`src/rtl/shift_pkg.sv`:
```
`default_nettype none
// ============================================================================
// Module      : shift_pkg
// Description : Shared types and helpers for the multi-cycle shift/rotate unit.
// Revision    : 1.0 - initial release
// ============================================================================
package shift_pkg;

    typedef enum logic [2:0] {
        SLL  = 3'd0,
        SRL  = 3'd1,
        SRA  = 3'd2,
        ROL  = 3'd3,
        ROR  = 3'd4,
        PASS = 3'd5
    } shift_op_t;

    typedef enum logic [1:0] {
        IDLE  = 2'd0,
        SHIFT = 2'd1,
        DONE  = 2'd2
    } shift_state_t;

    localparam int c_def_width      = 16;
    localparam int c_def_log2_width = $clog2(c_def_width);

    function automatic int log2_width(input int width);
        return $clog2(width);
    endfunction

    // Codes 5..7 all collapse onto PASS.
    function automatic shift_op_t decode_op(input logic [2:0] code);
        shift_op_t r;
        case (code)
            3'd0:    r = SLL;
            3'd1:    r = SRL;
            3'd2:    r = SRA;
            3'd3:    r = ROL;
            3'd4:    r = ROR;
            default: r = PASS;
        endcase
        return r;
    endfunction

endpackage
`default_nettype wire

```
`src/rtl/shift_step.sv`:
```
`default_nettype none
// ============================================================================
// Module      : shift_step
// Description : One combinational shift/rotate step of up to STEP positions.
// Revision    : 1.0 - initial release
// ============================================================================
module shift_step
    import shift_pkg::*;
#(
    parameter int WIDTH = 16,
    parameter int STEP  = 4
) (
    input  logic [WIDTH-1:0]           v,
    input  logic [$clog2(STEP+1)-1:0]  k,
    input  shift_op_t                  op,
    input  logic                       sign,
    output logic [WIDTH-1:0]           v_next,
    output logic                       c_out
);

    localparam int               c_k_w   = $clog2(STEP + 1);
    localparam int               c_kc_w  = $clog2(WIDTH + 1);
    localparam logic [WIDTH-1:0] c_ones  = '1;
    localparam logic [WIDTH-1:0] c_lsb   = WIDTH'(1);
    localparam logic [c_k_w-1:0] c_k_one = c_k_w'(1);

    logic [c_k_w-1:0]  w_km1;
    logic [c_kc_w-1:0] w_kc;
    logic [WIDTH-1:0]  w_fill;
    logic              w_c_low;
    logic              w_c_high;

    assign w_km1 = k - c_k_one;
    assign w_kc  = c_kc_w'(WIDTH) - c_kc_w'(k);

    // SRA fill comes from the operand's original sign, not the current MSB.
    assign w_fill   = sign ? ~(c_ones >> k) : '0;
    assign w_c_low  = |(v & (c_lsb << w_km1));
    assign w_c_high = |(v & (c_lsb << w_kc));

    always_comb begin
        v_next = v;
        c_out  = 1'b0;
        case (op)
            SLL: begin
                v_next = v << k;
                c_out  = w_c_high;
            end
            SRL: begin
                v_next = v >> k;
                c_out  = w_c_low;
            end
            SRA: begin
                v_next = (v >> k) | w_fill;
                c_out  = w_c_low;
            end
            ROL: begin
                v_next = (v << k) | (v >> w_kc);
                c_out  = v_next[0];
            end
            ROR: begin
                v_next = (v >> k) | (v << w_kc);
                c_out  = v_next[WIDTH-1];
            end
            default: begin
                v_next = v;
                c_out  = 1'b0;
            end
        endcase
    end

endmodule
`default_nettype wire

```
`src/rtl/shift_unit.sv`:
```
`default_nettype none
// ============================================================================
// Module      : shift_unit
// Description : Multi-cycle shift/rotate unit with start/done handshake.
// Revision    : 1.0 - initial release
// ============================================================================
module shift_unit
    import shift_pkg::*;
#(
    parameter int WIDTH   = 16,
    parameter int SHAMT_W = 5,
    parameter int STEP    = 4
) (
    input  logic               clk,
    input  logic               reset,
    input  logic               start,
    input  logic [2:0]         op,
    input  logic [WIDTH-1:0]   din,
    input  logic [SHAMT_W-1:0] shamt,
    output logic               busy,
    output logic               done,
    output logic [WIDTH-1:0]   dout,
    output logic               carry,
    output logic               zero
);

    localparam int                 c_k_w     = $clog2(STEP + 1);
    localparam int                 c_log2_w  = log2_width(WIDTH);
    localparam logic [SHAMT_W-1:0] c_width_s = SHAMT_W'(WIDTH);
    localparam logic [SHAMT_W-1:0] c_step_s  = SHAMT_W'(STEP);

    shift_state_t       r_state;
    shift_state_t       w_state_next;
    logic [WIDTH-1:0]   r_v;
    logic [SHAMT_W-1:0] r_rem;
    shift_op_t          r_op;
    logic               r_sign;
    logic [WIDTH-1:0]   r_dout;
    logic               r_carry;
    logic               r_zero;

    shift_op_t          w_op;
    logic [SHAMT_W-1:0] w_eff;
    logic [SHAMT_W-1:0] w_rot_amt;
    logic               w_accept;
    logic               w_last;
    logic [c_k_w-1:0]   w_k;
    logic [WIDTH-1:0]   w_v_next;
    logic               w_c_step;

    assign w_op      = decode_op(op);
    assign w_rot_amt = {{(SHAMT_W - c_log2_w){1'b0}}, shamt[c_log2_w-1:0]};
    assign w_accept  = start && ((r_state == IDLE) || (r_state == DONE));
    assign w_last    = (r_rem <= c_step_s);
    assign w_k       = (r_rem > c_step_s) ? c_k_w'(STEP) : r_rem[c_k_w-1:0];

    // Shifts saturate at WIDTH; rotates wrap modulo WIDTH.
    always_comb begin
        w_eff = '0;
        case (w_op)
            SLL, SRL, SRA: w_eff = (shamt > c_width_s) ? c_width_s : shamt;
            ROL, ROR:      w_eff = w_rot_amt;
            default:       w_eff = '0;
        endcase
    end

    shift_step #(
        .WIDTH (WIDTH),
        .STEP  (STEP)
    ) u_step (
        .v      (r_v),
        .k      (w_k),
        .op     (r_op),
        .sign   (r_sign),
        .v_next (w_v_next),
        .c_out  (w_c_step)
    );

    always_ff @(posedge clk) begin
        if (reset) begin
            r_state <= IDLE;
        end else begin
            r_state <= w_state_next;
        end
    end

    always_comb begin
        w_state_next = r_state;
        busy         = 1'b0;
        done         = 1'b0;
        case (r_state)
            IDLE: begin
                if (start) begin
                    w_state_next = (w_eff == '0) ? DONE : SHIFT;
                end
            end
            SHIFT: begin
                busy = 1'b1;
                if (w_last) begin
                    w_state_next = DONE;
                end
            end
            DONE: begin
                done = 1'b1;
                if (start) begin
                    w_state_next = (w_eff == '0) ? DONE : SHIFT;
                end else begin
                    w_state_next = IDLE;
                end
            end
            default: begin
                w_state_next = IDLE;
            end
        endcase
    end

    // Visible results only move on the edge that enters DONE.
    always_ff @(posedge clk) begin
        if (reset) begin
            r_v     <= '0;
            r_rem   <= '0;
            r_op    <= PASS;
            r_sign  <= 1'b0;
            r_dout  <= '0;
            r_carry <= 1'b0;
            r_zero  <= 1'b1;
        end else if (w_accept) begin
            r_v    <= din;
            r_rem  <= w_eff;
            r_op   <= w_op;
            r_sign <= din[WIDTH-1];
            if (w_eff == '0) begin
                r_dout  <= din;
                r_carry <= 1'b0;
                r_zero  <= (din == '0);
            end
        end else if (r_state == SHIFT) begin
            r_v   <= w_v_next;
            r_rem <= r_rem - SHAMT_W'(w_k);
            if (w_last) begin
                r_dout  <= w_v_next;
                r_carry <= w_c_step;
                r_zero  <= (w_v_next == '0);
            end
        end
    end

    assign dout  = r_dout;
    assign carry = r_carry;
    assign zero  = r_zero;

endmodule
`default_nettype wire
```
`config.mk`:
```
export PLATFORM = sky130hd
export DESIGN_NAME = shift_unit
export DESIGN_NICKNAME = d
export VERILOG_FILES = /design/src/rtl/shift_pkg.sv /design/src/rtl/shift_step.sv /design/src/rtl/shift_unit.sv
export SDC_FILE = /design/constraint.sdc
export NUM_CORES = 1
export LEC_CHECK = 0
export CAP_MARGIN = 15
export CORE_ASPECT_RATIO = 0.7
export CORE_MARGIN = 8
export CORE_UTILIZATION = 43
export CTS_BUF_LIST = sky130_fd_sc_hd__clkbuf_2
export DETAILED_ROUTE_END_ITERATION = 8
export DONT_BUFFER_PORTS = 1
export PLACE_DENSITY = 0.6
export SYNTH_ARGS = -nofsm -noshare
export SYNTH_HDL_FRONTEND = slang
export SYNTH_SLANG_ARGS = --single-unit
```
`constraint.sdc`:
```
create_clock -name clk -period 6.3 [get_ports clk]
set_input_delay 0.945 -clock clk [delete_from_list [all_inputs] [get_ports clk]]
set_output_delay 0.945 -clock clk [all_outputs]
set_load 0.005 [all_outputs]
```
==> impl_metrics.toml <==
[run_status]
outcome = "finished, final reports clean"

[clocking]
cts_setup_buffers = 0
tritoncts = "built"
cts_sinks = 45
insertion_delay_ps = 450
htreeDepth = 2
post_cts_resized = 0
cts_buffer_depth = 2
cts_hold_buf = 0
numCtsBuffers = 5
path_clk_slew_ps = 240
cts_root_buf = "clkbuf_2"

[routing]
drtIter0Drc = 959
wirelength_um = 22700
wl_per_cell_um = 27.4
ant_nets = 0
drc_errors = 0
num_vias = 5891
via_per_inst = 7.11
drtPass1Iterations = 7

[sta]
maxSlewHeadroom_pct = 31.6
fin_crit_sh_pct = 81.5
hold_violations = 0
min_period_ps = 5130
setup_viol = 0
fin_setup_tns_ps = 0
slew_violations = 0
rsz0062_at_grt = "no"
finClkSkew_ps = 17.4
hold-worst-slack_ps = 487
worst_pin_slew_ps = 1020
fmax_mhz = 195

[hold_path]
hold_class = "reg -> reg"
whs_path_depth = 2

[logic_synthesis]
synth_area_mm2 = 0.00505
synth_edf_count = 0
seq_area_frac_synth_pct = 17.8
yosysTopAreaCell = "dfxtp_1"
syn_inst = 725
ys_seq_elements = 45
post-synth-top-area-fraction_pct = 17.8
syn-num-nets = 760
synth.distinct_cells = 79
synth_common_cells = "103 x nand2_1, 92 x nor2_1, 74 x a21oi_1, 52 x clkbuf_1, 45 x dfxtp_1"
synthTopCellsByArea = "dfxtp_1 18%, nand2_1 7.7%, a21oi_1 7.3%"
synth.avg_cell_area_um2 = 6.96
yosys_most_used_dff = "dfxtp_1"
yosysMostFrequentCell = "nand2_1"
yosysWarnings = 0
synth-async-reset-ratio_pct = 0

[critical_path]
path_class = "reg -> reg"
critPathMaxFanout = 18
required_ps = 6690
arrival_ps = 5530
crit_path_start_kind = "register"
r2r_cells = 13
end_kind = "register"

[layout]
drive_gt1_share_pct = 9.10
final_util_pct = 43.9
syn_to_final_growth_pct = 0.570
stdcell_area_mm2 = 0.00508
fin_nets = 704

[grt]
grt-ovfl-total = 0
grt_pass1_wl_um = 34000
grt_pass1_vias = 5356
grt_max_degree = 46
grt_usage_pct = 28.1
antenna_found_initial = 1

[power]
p_per_area_mw_per_mm2 = 227
peakVddDrop_mv = 0.0982
swShare_pct = 49.8
combPwrFrac_pct = 51.9
seq_power_share_pct = 33.4
clkPwrFrac_pct = 14.7
p_leak_nw = 1.85
p_switching_w = 0.000573
p_int_w = 0.000578
power_w = 0.00115

[floorplan]
die_area_mm2 = 0.0155
row_count = 33
core_mm2 = 0.0116
initial_utilization_pct = 43.7
dieHeight_um = 107
pin_count = 47
die_x_um = 145

[placed_design]
dp_hpwl_um = 16400
placedInstanceArea_mm2 = 0.00501
portBuffers = 0
gp_congestion = 1.04

[job]
drv_cap = 0
==> path summary, 6_finish.rpt <==
kind	startpoint	slack, ps	endpoint
min	dout[14]	490	dout[14]
min reg2reg	dout[14]	490	dout[14]
max	r_rem[2]	1170	zero
max reg2reg	r_rem[2]	1170	zero
==> state kept, by name, indices dropped and copies added (netlist names) <==
| signal | count |
|---|---|
| dout | 16 |
| r_v | 16 |
| r_rem | 5 |
| r_op | 3 |
| r_state | 2 |
| carry | 1 |
| r_sign | 1 |
| zero | 1 |
==> area by class of cell <==
class / instances / area, µm²
antenna: 1 / 2.50
clock buffer: 5 / 25.0
clock inverter: 3 / 41.3
fill: 1216 / 6480
inverter: 15 / 61.3
multi-input combinational: 591 / 3770
sequential: 45 / 901
tap: 157 / 196
timing repair buffer: 11 / 82.6
==> worst max-delay path, stage by stage, from the launching register on <==
cell	delay, ps
dfxtp_1	500
or3_1	440
inv_1	460
nand2_2	280
ha_1	790
inv_1	510
nor2_1	490
a2bb2o_1	220
a311oi_1	80
a21oi_1	250
nor2_1	60
a2111oi_1	560
nand4_1	160
o31ai_1	270
==> layer usage <==
layer / global-route usage, % / vias to the layer above / share of wire (%)
met1: 39.6 / 2812 / 43
met3: 8.79 / 80 / 14
met4: 9.62 / 0 / 3.7
met2: 39.4 / 431 / 40
li1: - / 2568 / -
met5: 0 / - / 0
==> cells by family after synthesis <==
| logic type | share of synthesized area, % |
|---|---|
| simple gates | 26.3 |
| compound gates | 30.5 |
| buf+inv | 7.54 |
| mux | 15.2 |
| flops | 17.8 |
| fa+ha+maj | 1.98 |
| xor+xnor | 0.521 |
| other cells | 0.0743 |
==> layout by cell type, fill, tap and decap left out, drive strengths merged, types with 7 or more instances in the layout <==
cell     netlist  routed
mux4           7       7
a21oi         74      74
inv           15      15
o21a           7       7
nor3          18      18
buf           22      11
or3            7       7
nor4          11      11
o22ai         11      11
a211oi        16      16
nor2          93      93
o211ai         8       8
a22oi         11      11
o21ai         31      31
ha             8       8
nand3         18      18
mux2          20      20
nand2        104     104
mux2i         37      37
dfxtp         45      45
a2bb2oi        8       8
==> power groups by stage <==
stage               clock, W  combinational (W)  sequential, W
floorplan                  0           0.000448       0.000327
global placement           0           0.000578       0.000386
detailed placement         0           0.000568       0.000385
CTS                 0.000171           0.000570       0.000379
global route        0.000185           0.000629       0.000386
finish              0.000169           0.000597       0.000385
==> metrics by stage <==
step	worst slack, ps	instances
floorplan	2420	725
CTS	1290	827
finish	1170	828
global placement	1300	818
detailed placement	1300	819
global route	894	828
(Power assumes the default switching activity.)
